`src/rtl/freq_word_scheduler.sv`:
```
// DDS tuning-word sequencer: arbitrates rotary and sweep index requests,
// reads the frequency ROM and commits the word on an accumulator wrap.
module freq_word_scheduler #(
    parameter int ADDR_W       = 11,
    parameter int TW_W         = 32,
    parameter int ADDR_MAX     = 1800,
    parameter int SWEEP_MIN    = 800,
    parameter int SWEEP_MODE   = 5,
    parameter int SWEEP_DWELL  = 2400,
    parameter int WRAP_TIMEOUT = 4096
) (
    input  logic              Fg_clk,
    input  logic              Resetn,
    input  logic [2:0]        Mode,
    input  logic [ADDR_W-1:0] rot_address,
    input  logic              rot_chng,
    output logic [ADDR_W-1:0] rom_addr,
    input  logic [TW_W-1:0]   rom_data,
    input  logic              phase_wrap,
    output logic [TW_W-1:0]   tw_out,
    output logic              tw_load,
    output logic [ADDR_W-1:0] cur_address,
    output logic              busy
);

    localparam int DW_W = $clog2(SWEEP_DWELL + 1);
    localparam int TO_W = $clog2(WRAP_TIMEOUT + 1);

    localparam logic [ADDR_W-1:0] AMAX       = ADDR_W'(ADDR_MAX);
    localparam logic [ADDR_W-1:0] SMIN       = ADDR_W'(SWEEP_MIN);
    localparam logic [2:0]        MODE_SW    = 3'(SWEEP_MODE);
    localparam logic [DW_W-1:0]   DWELL_LAST = DW_W'(SWEEP_DWELL - 1);
    localparam logic [TO_W-1:0]   TO_LAST    = TO_W'(WRAP_TIMEOUT - 1);

    typedef enum logic [2:0] {
        IDLE,
        READ,
        CAPT,
        WAIT,
        COMMIT
    } state_t;

    state_t            state_q;
    logic [ADDR_W-1:0] rom_addr_q;
    logic [ADDR_W-1:0] idx_q;
    logic [ADDR_W-1:0] cur_q;
    logic [TW_W-1:0]   word_q;
    logic [TW_W-1:0]   tw_out_q;
    logic              tw_load_q;
    logic              rot_pend_q;
    logic [ADDR_W-1:0] rot_idx_q;
    logic              swp_pend_q;
    logic [ADDR_W-1:0] swp_req_q;
    logic [ADDR_W-1:0] swp_idx_q;
    logic [DW_W-1:0]   dwell_q;
    logic [TO_W-1:0]   tmo_q;

    function automatic logic [ADDR_W-1:0] clamp(
        input logic [ADDR_W-1:0] a,
        input logic [2:0]        m
    );
        logic [ADDR_W-1:0] r;
        r = a;
        if (a > AMAX)
            r = AMAX;
        else if (m == 3'd4 && a < SMIN)
            r = SMIN;
        return r;
    endfunction

    // Request capture is placed after the FSM so a new request in the
    // same cycle as a grant re-arms the pending flag.
    always_ff @(posedge Fg_clk or negedge Resetn) begin
        if (!Resetn) begin
            state_q    <= IDLE;
            rom_addr_q <= '0;
            idx_q      <= '0;
            cur_q      <= '0;
            word_q     <= '0;
            tw_out_q   <= '0;
            tw_load_q  <= 1'b0;
            rot_pend_q <= 1'b0;
            rot_idx_q  <= '0;
            swp_pend_q <= 1'b0;
            swp_req_q  <= '0;
            swp_idx_q  <= SMIN;
            dwell_q    <= '0;
            tmo_q      <= '0;
        end else begin
            tw_load_q <= 1'b0;
            unique case (state_q)
                IDLE: begin
                    if (rot_pend_q) begin
                        rot_pend_q <= 1'b0;
                        if (rot_idx_q != cur_q) begin
                            rom_addr_q <= rot_idx_q;
                            idx_q      <= rot_idx_q;
                            state_q    <= READ;
                        end
                    end else if (swp_pend_q) begin
                        swp_pend_q <= 1'b0;
                        if (swp_req_q != cur_q) begin
                            rom_addr_q <= swp_req_q;
                            idx_q      <= swp_req_q;
                            state_q    <= READ;
                        end
                    end
                end
                READ: state_q <= CAPT;
                CAPT: begin
                    word_q  <= rom_data;
                    tmo_q   <= '0;
                    state_q <= (tw_out_q == '0) ? COMMIT : WAIT;
                end
                WAIT: begin
                    if (phase_wrap) begin
                        tw_out_q  <= word_q;
                        cur_q     <= idx_q;
                        tw_load_q <= 1'b1;
                        state_q   <= IDLE;
                    end else if (tmo_q == TO_LAST) begin
                        state_q <= COMMIT;
                    end else begin
                        tmo_q <= tmo_q + TO_W'(1);
                    end
                end
                COMMIT: begin
                    tw_out_q  <= word_q;
                    cur_q     <= idx_q;
                    tw_load_q <= 1'b1;
                    state_q   <= IDLE;
                end
                default: state_q <= IDLE;
            endcase

            if (rot_chng) begin
                rot_pend_q <= 1'b1;
                rot_idx_q  <= clamp(rot_address, Mode);
            end

            if (Mode == MODE_SW) begin
                if (dwell_q == DWELL_LAST) begin
                    dwell_q    <= '0;
                    swp_pend_q <= 1'b1;
                    swp_req_q  <= clamp(swp_idx_q, Mode);
                    swp_idx_q  <= (swp_idx_q >= AMAX) ? SMIN
                                                      : swp_idx_q + ADDR_W'(1);
                end else begin
                    dwell_q <= dwell_q + DW_W'(1);
                end
            end else begin
                dwell_q    <= '0;
                swp_pend_q <= 1'b0;
            end
        end
    end

    assign rom_addr    = rom_addr_q;
    assign tw_out      = tw_out_q;
    assign tw_load     = tw_load_q;
    assign cur_address = cur_q;
    assign busy        = (state_q != IDLE);

endmodule

```
`config.mk`:
```
export PLATFORM = sky130hd
export DESIGN_NAME = freq_word_scheduler
export DESIGN_NICKNAME = d
export VERILOG_FILES = /design/src/rtl/freq_word_scheduler.sv
export SDC_FILE = /design/constraint.sdc
export NUM_CORES = 1
export LEC_CHECK = 0
export CORE_AREA = 2 2 167 169
export CTS_BUF_LIST = sky130_fd_sc_hd__clkbuf_2
export DETAILED_ROUTE_END_ITERATION = 16
export DIE_AREA = 0 0 169 171
export DONT_BUFFER_PORTS = 1
export GPL_ROUTABILITY_DRIVEN = 0
export HOLD_SLACK_MARGIN = 0.06
export SYNTH_ARGS = -nofsm -noshare
export SYNTH_HDL_FRONTEND = slang
export SYNTH_SLANG_ARGS = --single-unit
```
`constraint.sdc`:
```
create_clock -name Fg_clk -period 2.5 [get_ports Fg_clk]
set_input_delay 0.5 -clock Fg_clk [delete_from_list [all_inputs] [get_ports Fg_clk]]
set_output_delay 0.5 -clock Fg_clk [all_outputs]
set_load 0.005 [all_outputs]
```
==> results of run 1 <==
-- cell families after synthesis --
group / share of synthesized area, %
AND/OR/NAND/NOR: 17.2
flip-flops: 56.4
AO/OA/AOI/OAI: 6.82
multiplexers: 11.8
XOR/XNOR: 4.73
buffers and inverters: 2.27
adder cells (fa/ha/maj): 0.751
-- worst reg2reg max path, delay by kind of cell (launching register included) --
family | cells | cell delay (ps)
flip-flops | 1 | 470
AND/OR/NAND/NOR | 2 | 1320
multiplexers | 1 | 420
-- Yosys cell counts, types with 4 or more instances --
master,count
nand4_1,11
clkbuf_1,13
mux2_4,9
inv_1,12
and3_1,7
o31ai_1,6
or3_1,4
a22o_1,11
xor2_1,14
nor2_1,42
dfrtp_1,147
nor3_1,8
nand2_1,121
buf_2,7
xnor2_1,22
a21oi_1,14
nor4_1,12
nand2b_1,4
nand3_1,16
or2_2,4
ha_1,4
mux2_2,57
o21ai_0,20
-- registers in the layout (all words and copies together), names as in the netlist --
| register | count |
|---|---|
| rot_pend_q | 1 |
| swp_pend_q | 1 |
| swp_req_q | 11 |
| tmo_q | 13 |
| rot_idx_q | 11 |
| dwell_q | 12 |
| word_q | 32 |
| tw_load | 1 |
| swp_idx_q | 11 |
| cur_address | 11 |
| state_q | 3 |
| tw_out | 32 |
| idx_q | 11 |
-- layer usage --
metal / routed length (µm) / part of all wire (%)
met1: 7200 / 46
met2: 7630 / 48
met3: 628 / 4.0
met4: 288 / 1.8
met5: 12 / 0.076
-- final cells by class --
cell class,instances,share of cell area (%)
Clock buffer,18,1.15
Multi-Input combinational cell,422,35.4
Clock inverter,12,1.68
Timing Repair Buffer,58,7.49
Antenna cell,1,0.0320
Inverter,12,0.576
Tap cell,346,5.54
Sequential cell,150,48.1
-- stage by stage --
stage	hold slack (ps)	setup slack (ps)
final	-564	222
after global routing	-705	129
after CTS	-677	179
after detailed placement	206	201
after global placement	207	248
after floorplan	204	589
-- where the power goes --
part,internal [W],switching [W]
logic,0.00117,0.000998
clock network,0.000452,0.000902
registers,0.00317,0.000746
-- worst max path at each step --
stage | startpoint | endpoint | cells past startpoint
floorplan | state_q[0] | idx_q[0] | 5
global route | state_q[1] | idx_q[9] | 3
global placement | state_q[1] | idx_q[8] | 3
CTS | state_q[1] | idx_q[9] | 3
finish | state_q[1] | idx_q[9] | 3
detailed placement | state_q[1] | idx_q[8] | 3
==> run_results.csv, run 1 <==
group,metric,value,unit
sta,final_hold_viol_count,150,
die,io_pins,106,
sta,post_layout_min_period,2280,ps
global_routing,grt_start_max_net_pins,151,
place,dp.cells,938,
sta,setup_tns,0,ps
worst_setup_path,critPathTopFamily,"simple AND/OR/NAND/NOR gates",
logic_synthesis,yosys_most_used_dff,"dfrtp_1",
sta,period_share,91.1,%
die,fp.dieArea,0.0289,mm²
global_routing,grt_util_met2,18.1,%
logic_synthesis,synth_cell_type_count,52,
worst_setup_path,worst_r2r_endpoint,"idx_q[9]",
cells_and_area,layout.cell_area.non_filler,0.00781,mm²
detailed_routing,totalWireLength,15800,µm
sta,clock-skew-final,33.0,ps
min_path,hp-class,"input pin to asynchronous set/reset pin",
cells_and_area,layout.cells.most_common_list,"dfrtp_1 (147), nand2_1 (121), mux2_2 (57)",
power,pwr_dens,952,mW/mm²
cells_and_area,seq_area,0.00376,mm²
clock_network,clock_sinks,150,
run_status,run_status,"finished, violations left",
sta,maxSlewHeadroom,35.1,%
clock_network,cts_tree,"yes",
global_routing,peak_usage_layer_in_the_global_routing_report,"met2",
logic_synthesis,yosysTopAreaCell,"dfrtp_1",
sta,tightest_hold_margin,-564,ps
sta,finalMaxSlewViolations,0,
detailed_routing,drtPass1Iterations,5,
worst_setup_path,worst-r2r-cell-count,3,
logic_synthesis,count_of_synthesis_stage_warnings_from_yosys,0,
cells_and_area,multi_input_comb_area,0.00277,mm²
global_routing,antenna_found_initial,2,
logic_synthesis,synth_async_sr_flop_share,100,%
worst_setup_path,timing.critical_path.slowest_cell_delay,870,ps
detailed_routing,ant_nets,0,
power,total_leakage_power,3.38,nW
sta,achievable-frequency,0.439,GHz
worst_setup_path,arrival,2910,ps
global_routing,grt_pass1_vias,4634,
die,initial_utilization,24.4,%
sta,worstMarginPinSlew,966,ps
cells_and_area,nFillCells,2830,
power,worst_ir_drop_vdd,0.256,mV
die,floorplan.core_area,0.0273,mm²
detailed_routing,routed_wire_length_per_instance,15.5,µm
clock_network,cts-htree-levels,4,
cells_and_area,count_of_placed_standard_cells_in_the_final_layout_fillers_left_out,1019,
detailed_routing,vias,4657,
logic_synthesis,avgSynthCellArea,11.0,µm²
logic_synthesis,postSynthNetCount,662,
place,port_buffers,0,
logic_synthesis,post_synth_inst_count,608,
cells_and_area,finalCoreUtilization,28.6,%
die,rows,61,
cells_and_area,finish.net_count,715,
clock_network,cts_root_buffer,"clkbuf_2",
worst_setup_path,worstSetupEndpointType,"flop",
logic_synthesis,synth_top_area_share,55.2,%
worst_setup_path,critPathLaunchType,"flop",
logic_synthesis,synth.top_cells.by_area,"dfrtp_1 (55%), mux2_2 (9.6%), nand2_1 (6.8%), xnor2_1 (2.9%), nor2_1 (2.4%)",
clock_network,clock_path_buffers,2,
cells_and_area,layout-drive-gt1-share,17.4,%
logic_synthesis,synth_sequential_area_ratio,56.4,%
worst_setup_path,critPathSlowestCell,"nor4_4",
clock_network,clock_insertion_delay_worst_skew,720,ps
global_routing,grt_overflow,0,
clock_network,cts_buffers,17,
clock_network,cts.repair_timing.setup_buffer_count,0,
place,dp_hpwl,10600,µm
run_status,failed_checks,"negative hold slack",
logic_synthesis,number_of_enable_type_register_cells_in_the_synthesized_netlist,0,
clock_network,cts.reportedPaths.clkPinSlew,220,ps
global_routing,globalRouteMet1Util,14.0,%
cells_and_area,area_growth_syn_to_layout,17.3,%
flow_run,max-cap-violations,0,
clock_network,cts_hold_buffers,50,
sta,unrepaired_setup_endpoints_after_global_routing,"false",
worst_setup_path,worst_ep_required_time,3130,ps
worst_setup_path,critPathKind,"flop to flop",
sta,setup_viol_count_final,0,
worst_setup_path,regToRegSetupSlack,220,ps
global_routing,grt_util_overall,11.0,%
worst_setup_path,worstPathCellList,"or3_4 -> nor4_4 -> mux2_2",
die,die_w,169,µm
logic_synthesis,post_synth_instance_area,0.00666,mm²
logic_synthesis,synth.ff_latch_count,150,
detailed_routing,drt_drc_violations_left,0,
power,post-layout-total-power,0.00744,W
cells_and_area,layout.cells.most_common,"dfrtp_1",
worst_setup_path,worst-path-buf-inv,0,
global_routing,grt_first_pass_wirelength,24900,µm
detailed_routing,vias_per_cell,4.57,
worst_setup_path,regToRegStartpoint,"state_q[1]",
die,die_h,171,µm
place,placed_cell_area,0.00709,mm²
worst_setup_path,critPathMaxFanout,12,
detailed_routing,dr.first_iter.drc_count,256,
clock_network,postCtsResizedCells,0,
global_routing,grt_util_met3,2.59,%
(Power assumes the default switching activity.)
==> run 2, diff against run 1 <==
--- a/config.mk
+++ b/config.mk
@@ -7,11 +7,13 @@
 export LEC_CHECK = 0
 export CORE_AREA = 2 2 167 169
 export CTS_BUF_LIST = sky130_fd_sc_hd__clkbuf_2
+export CTS_CLUSTER_SIZE = 30
 export DETAILED_ROUTE_END_ITERATION = 16
 export DIE_AREA = 0 0 169 171
 export DONT_BUFFER_PORTS = 1
 export GPL_ROUTABILITY_DRIVEN = 0
-export HOLD_SLACK_MARGIN = 0.06
+export HOLD_SLACK_MARGIN = 0.02
+export SETUP_SLACK_MARGIN = 0.1
 export SYNTH_ARGS = -nofsm -noshare
 export SYNTH_HDL_FRONTEND = slang
 export SYNTH_SLANG_ARGS = --single-unit
==> run 2 against run 1 <==
Against the previous run:
- the run still ends with negative hold slack left
- die area unchanged
- clock-buffer cell count unchanged
- clock power about the same
- critical path depth unchanged
- sequential power about the same
- maximum frequency down 0.12%
- wire length down 0.95%
- setup slack worse by 2.8 ps
- critical endpoint unchanged
==> run_results.csv, run 2 (synthesis results as in run 1) <==
group,metric,value,unit
power,pwr_dens,955,mW/mm²
min_path,hp-class,"input pin to asynchronous set/reset pin",
detailed_routing,ant_nets,0,
worst_setup_path,regToRegStartpoint,"state_q[1]",
die,die_h,171,µm
detailed_routing,routed_wire_length_per_instance,15.4,µm
die,rows,61,
power,post-layout-total-power,0.00743,W
clock_network,clock_sinks,150,
detailed_routing,vias,4628,
sta,achievable-frequency,0.439,GHz
power,total_leakage_power,3.37,nW
sta,setup_viol_count_final,0,
sta,tightest_hold_margin,-565,ps
worst_setup_path,worst-r2r-cell-count,3,
sta,setup_tns,0,ps
worst_setup_path,worstSetupEndpointType,"flop",
cells_and_area,finish.net_count,711,
sta,worstMarginPinSlew,970,ps
worst_setup_path,timing.critical_path.slowest_cell_delay,880,ps
clock_network,cts_buffers,17,
worst_setup_path,critPathLaunchType,"flop",
power,pwr-share-clk,18.2,%
die,io_pins,106,
worst_setup_path,worstPathCellList,"or3_4 -> nor4_4 -> mux2_2",
power,comb_power_share,29.0,%
die,initial_utilization,24.4,%
global_routing,grt_first_pass_wirelength,24700,µm
power,netSwitchingPower,0.00264,W
global_routing,grt_overflow,0,
cells_and_area,layout.cells.most_common_list,"dfrtp_1 (147), nand2_1 (121), mux2_2 (57)",
clock_network,cts.reportedPaths.clkPinSlew,230,ps
place,port_buffers,0,
power,worst_ir_drop_vdd,0.255,mV
detailed_routing,vias_per_cell,4.56,
detailed_routing,dr.first_iter.drc_count,249,
clock_network,clock_path_buffers,2,
clock_network,cts_root_buffer,"clkbuf_2",
clock_network,cts_tree,"yes",
die,die_w,169,µm
worst_setup_path,critPathKind,"flop to flop",
global_routing,grt_pass1_vias,4615,
sta,post_layout_min_period,2280,ps
place,placement.setup.worst_slack,201,ps
global_routing,grt_util_overall,10.9,%
detailed_routing,totalWireLength,15600,µm
cells_and_area,finalCoreUtilization,28.5,%
power,p_int,0.00479,W
worst_setup_path,critPathSlowestCell,"nor4_4",
place,placed_cell_area,0.00709,mm²
detailed_routing,drt_drc_violations_left,0,
place,dp_hpwl,10600,µm
run_status,run_status,"finished, violations left",
cells_and_area,layout.cells.most_common,"dfrtp_1",
detailed_routing,drtPass1Iterations,4,
die,floorplan.core_area,0.0273,mm²
run_status,failed_checks,"negative hold slack",
worst_setup_path,arrival,2910,ps
worst_setup_path,startpoint,"state_q[1]",
sta,post-route-worst-setup-slack,220,ps
flow_run,max-cap-violations,0,
clock_network,clock_insertion_delay_worst_skew,720,ps
global_routing,antenna_found_initial,2,
sta,unrepaired_setup_endpoints_after_global_routing,"false",
power,sequentialPowerShare,52.8,%
sta,clock-skew-final,32.3,ps
sta,period_share,91.2,%
cells_and_area,area_growth_syn_to_layout,16.7,%
die,fp.dieArea,0.0289,mm²
sta,finalMaxSlewViolations,0,
worst_setup_path,worst_ep_required_time,3130,ps
cells_and_area,layout-drive-gt1-share,17.5,%
worst_setup_path,critPathMaxFanout,12,
cells_and_area,layout.cell_area.non_filler,0.00777,mm²
clock_network,cts_hold_buffers,46,
clock_network,postCtsResizedCells,0,
clock_network,cts-htree-levels,4,
global_routing,grt_start_max_net_pins,151,
sta,final_hold_viol_count,150,
power,swShare,35.6,%
sta,maxSlewHeadroom,34.8,%
-- run 2: changes by cell type in the layout (fill, tap and decap cells not counted), sizes merged --
cell | previous run | this run
dlygate4sd3 | 50 | 46
-- run 2: layer usage --
layer,vias to the layer above,part of all wire (%),GRT usage (%)
met5,-,0.077,0
met4,2,1.9,4.31
met3,28,3.4,2.59
met2,84,48,17.8
met1,2306,46,14.0
li1,2208,-,-
-- run 2: stage by stage --
| step | hold slack (ps) | cells |
|---|---|---|
| 2_1_floorplan | 204 | 608 |
| 3_3_place_gp | 207 | 938 |
| 3_5_place_dp | 206 | 938 |
| 4_1_cts | -677 | 1014 |
| 5_1_grt | -705 | 1015 |
| 6_report | -565 | 1015 |
-- run 2: worst max-delay path: cells and delay by family, from the launching register on --
| kind | cells | cell delay, ps |
|---|---|---|
| and+or+nand+nor | 2 | 1330 |
| muxes | 1 | 420 |
| DFF | 1 | 470 |
-- run 2: final timing paths --
check | slack [ps] | end
max | 220 | idx_q[9]
max reg2reg | 220 | idx_q[9]
min in group Fg_clk | 110 | swp_pend_q
min reg2reg | 500 | word_q[7]
max in group asynchronous | 2730 | swp_idx_q[9]
min | -560 | tw_out[20]
-- run 2: power groups by stage --
stage	clock network, W	registers [W]	logic [W]
4_1_cts	0.00142	0.00393	0.00219
6_report	0.00135	0.00392	0.00216
5_1_grt	0.00151	0.00404	0.00240
2_1_floorplan	0	0.00370	0.00171
3_5_place_dp	0	0.00399	0.00212
3_3_place_gp	0	0.00397	0.00206
-- run 2: cell type report --
| type | count | area (µm²) |
|---|---|---|
| clock inverter | 12 | 131 |
| multi-input combinational | 422 | 2770 |
| inverter | 12 | 45.0 |
| clock buffer | 18 | 90.1 |
| timing repair buffer | 54 | 546 |
| sequential | 150 | 3760 |
| antenna | 1 | 2.50 |
| fill | 2835 | 19600 |
| tap | 346 | 433 |
-- run 2: what timing repair did --
action                                  4_1_cts  5_1_grt
setup buffers                                 0        0
endpoints found under the setup margin        0        0
hold endpoints to repair                    194      150
==> run 3, diff against run 2 <==
==> constraint.sdc (replaced) <==
create_clock -name Fg_clk -period 1.9 [get_ports Fg_clk]
set_input_delay 0.38 -clock Fg_clk [delete_from_list [all_inputs] [get_ports Fg_clk]]
set_output_delay 0.38 -clock Fg_clk [all_outputs]
set_load 0.005 [all_outputs]
==> run 3 against run 2 <==
Against the previous run:
- first-iteration DRC count up 14%
- clock skew up 24 ps
- hold slack worse by 170 ps
- critical path type is now flop to output pin
- non-clock buffer count grew 102
- clock power increased by 59%
- sequential power is 28% higher
- global-route usage grew 1.2 points
- setup slack got worse by 340 ps
- sequential share of layout area shrank 6.9 points
- final cell count grew 10%
- core utilization increased by 4.8 points
- final area is 17% higher
- the flow finishes with violations (negative hold slack, negative setup slack)
==> run_results.csv, run 3 (synthesis results as in run 1) <==
group,metric,value,unit
run_status,run_status,"finished, violations left",
run_status,failed_checks,"negative hold slack, negative setup slack",
power,pwr_dens,1260,mW/mm²
cells_and_area,area_growth_syn_to_layout,36.5,%
detailed_routing,drtPass1Iterations,4,
global_routing,grt_start_max_net_pins,151,
clock_network,clock_sinks,150,
worst_setup_path,worst-r2r-cell-count,6,
cells_and_area,nFillCells,2767,
worst_setup_path,critPathKind,"flop to output pin",
global_routing,grt_first_pass_wirelength,27800,µm
clock_network,cts-htree-levels,4,
cells_and_area,layout-drive-gt1-share,33.8,%
place,port_buffers,0,
clock_network,cts.reportedPaths.clkPinSlew,280,ps
clock_network,cts_root_buffer,"clkbuf_2",
die,initial_utilization,24.4,%
sta,achievable-frequency,0.494,GHz
cells_and_area,layout.cells.most_common_list,"dfrtp_1 (143), nand2_1 (121), buf_4 (66)",
worst_setup_path,worstPathCellList,"or3_4 -> buf_6",
die,floorplan.core_area,0.0273,mm²
worst_setup_path,cp_num_cells,2,
sta,final_hold_viol_count,150,
clock_network,cts_tree,"yes",
sta,maxSlewHeadroom,69.3,%
sta,setup_viol_count_final,17,
min_path,hp-class,"input pin to asynchronous set/reset pin",
power,worst_ir_drop_vdd,0.429,mV
die,die_w,169,µm
sta,worstMarginPinSlew,460,ps
cells_and_area,finish.net_count,814,
global_routing,antenna_found_initial,2,
die,fp.dieArea,0.0289,mm²
die,die_h,171,µm
clock_network,cts_buffers,17,
detailed_routing,routed_wire_length_per_instance,15.6,µm
global_routing,grt_pass1_vias,5157,
detailed_routing,ant_nets,0,
detailed_routing,dr.first_iter.drc_count,283,
sta,post-route-worst-setup-slack,-125,ps
cells_and_area,finalCoreUtilization,33.3,%
worst_setup_path,worst_r2r_endpoint,"idx_q[0]",
sta,unrepaired_setup_endpoints_after_global_routing,"true",
worst_setup_path,critPathSlowestCell,"dfrtp_1",
die,rows,61,
sta,period_share,107,%
worst_setup_path,worstSetupEndpointType,"output pin",
flow_run,max-cap-violations,0,
worst_setup_path,critPathLaunchType,"flop",
worst_setup_path,critPathMaxFanout,3,
sta,tightest_hold_margin,-731,ps
power,total_leakage_power,4.06,nW
worst_setup_path,worst-path-buf-inv,1,
detailed_routing,vias_per_cell,4.53,
worst_setup_path,worst_ep_required_time,1520,ps
detailed_routing,totalWireLength,17500,µm
detailed_routing,drt_drc_violations_left,0,
worst_setup_path,regToRegStartpoint,"cur_address[1]",
sta,clock-skew-final,56.5,ps
cells_and_area,layout.cells.most_common,"dfrtp_1",
global_routing,grt_util_overall,12.1,%
detailed_routing,vias,5070,
worst_setup_path,startpoint,"state_q[2]",
place,dp_hpwl,11500,µm
worst_setup_path,critPathTopFamily,"flip-flops",
worst_setup_path,regToRegSetupSlack,-90,ps
sta,finalMaxSlewViolations,0,
clock_network,clock_insertion_delay_worst_skew,750,ps
worst_setup_path,timing.critical_path.slowest_cell_delay,420,ps
global_routing,grt_overflow,0,
die,io_pins,106,
sta,post_layout_min_period,2020,ps
worst_setup_path,arrival,1640,ps
clock_network,clock_path_buffers,2,
worst_setup_path,critical_path_sink,"busy",
run 3: cell count changes in the layout (fill, tap and decap cells not counted), sizes merged:
cell         change
buf             +95
inv              +7
dlygate4sd3      +6
clkinvlp         -3
clkinv           -2
bufinv           +1
or2              +1
run 3: where the power goes:
| part | switching [W] | internal [W] | total, W |
|---|---|---|---|
| logic | 0.00181 | 0.00248 | 0.00429 |
| registers | 0.000831 | 0.00417 | 0.00500 |
| clock network | 0.00135 | 0.000802 | 0.00215 |
run 3: what timing repair did:
action,4_1_cts,5_1_grt
hold buffers,51,1
cloned,0,2
pin swaps,4,21
endpoints found under the hold margin,198,152
setup endpoints to repair,47,96
setup buffers,13,9
gates resized for setup,32,61
run 3: layout make-up:
cell class	count	area, µm²	share of cell area (%)
clock buffer	17	85.1	0.936
clock inverter	15	205	2.26
antenna	1	2.50	0.0275
timing repair buffer	156	1490	16.4
inverter	12	45.0	0.495
sequential	150	3760	41.4
multi-input combinational	423	3070	33.8
tap	346	433	4.76
run 3: worst min path at each step:
stage,from,to,slack (ps),depth (start not counted)
after floorplan,Resetn,cur_address[0],80,0
after global placement,Resetn,tw_out[9],90,0
after detailed placement,Resetn,word_q[9],90,0
after CTS,Resetn,tw_out[20],-830,0
after global routing,Resetn,tw_out[20],-850,0
final,Resetn,word_q[16],-730,0
run 3: metal layers:
layer | global-route usage [%] | vias to the layer above | part of all wire, %
met2 | 20.5 | 87 | 51
li1 | - | 2423 | -
met3 | 3.33 | 24 | 3.4
met5 | 0 | - | 0.074
met1 | 15.1 | 2534 | 44
met4 | 3.83 | 2 | 1.7
run 3: per-stage QoR:
step	setup WS [ps]	instances	area, µm²	TNS, ps	total power (W)
after floorplan	8.35	608	6700	0	0.00714
after global placement	-344	1012	7680	-3280	0.00856
after detailed placement	-391	1012	7680	-3820	0.00864
after CTS	-218	1108	8720	-719	0.0112
after global routing	-268	1120	9090	-1400	0.0122
final	-125	1120	9090	-826	0.0114
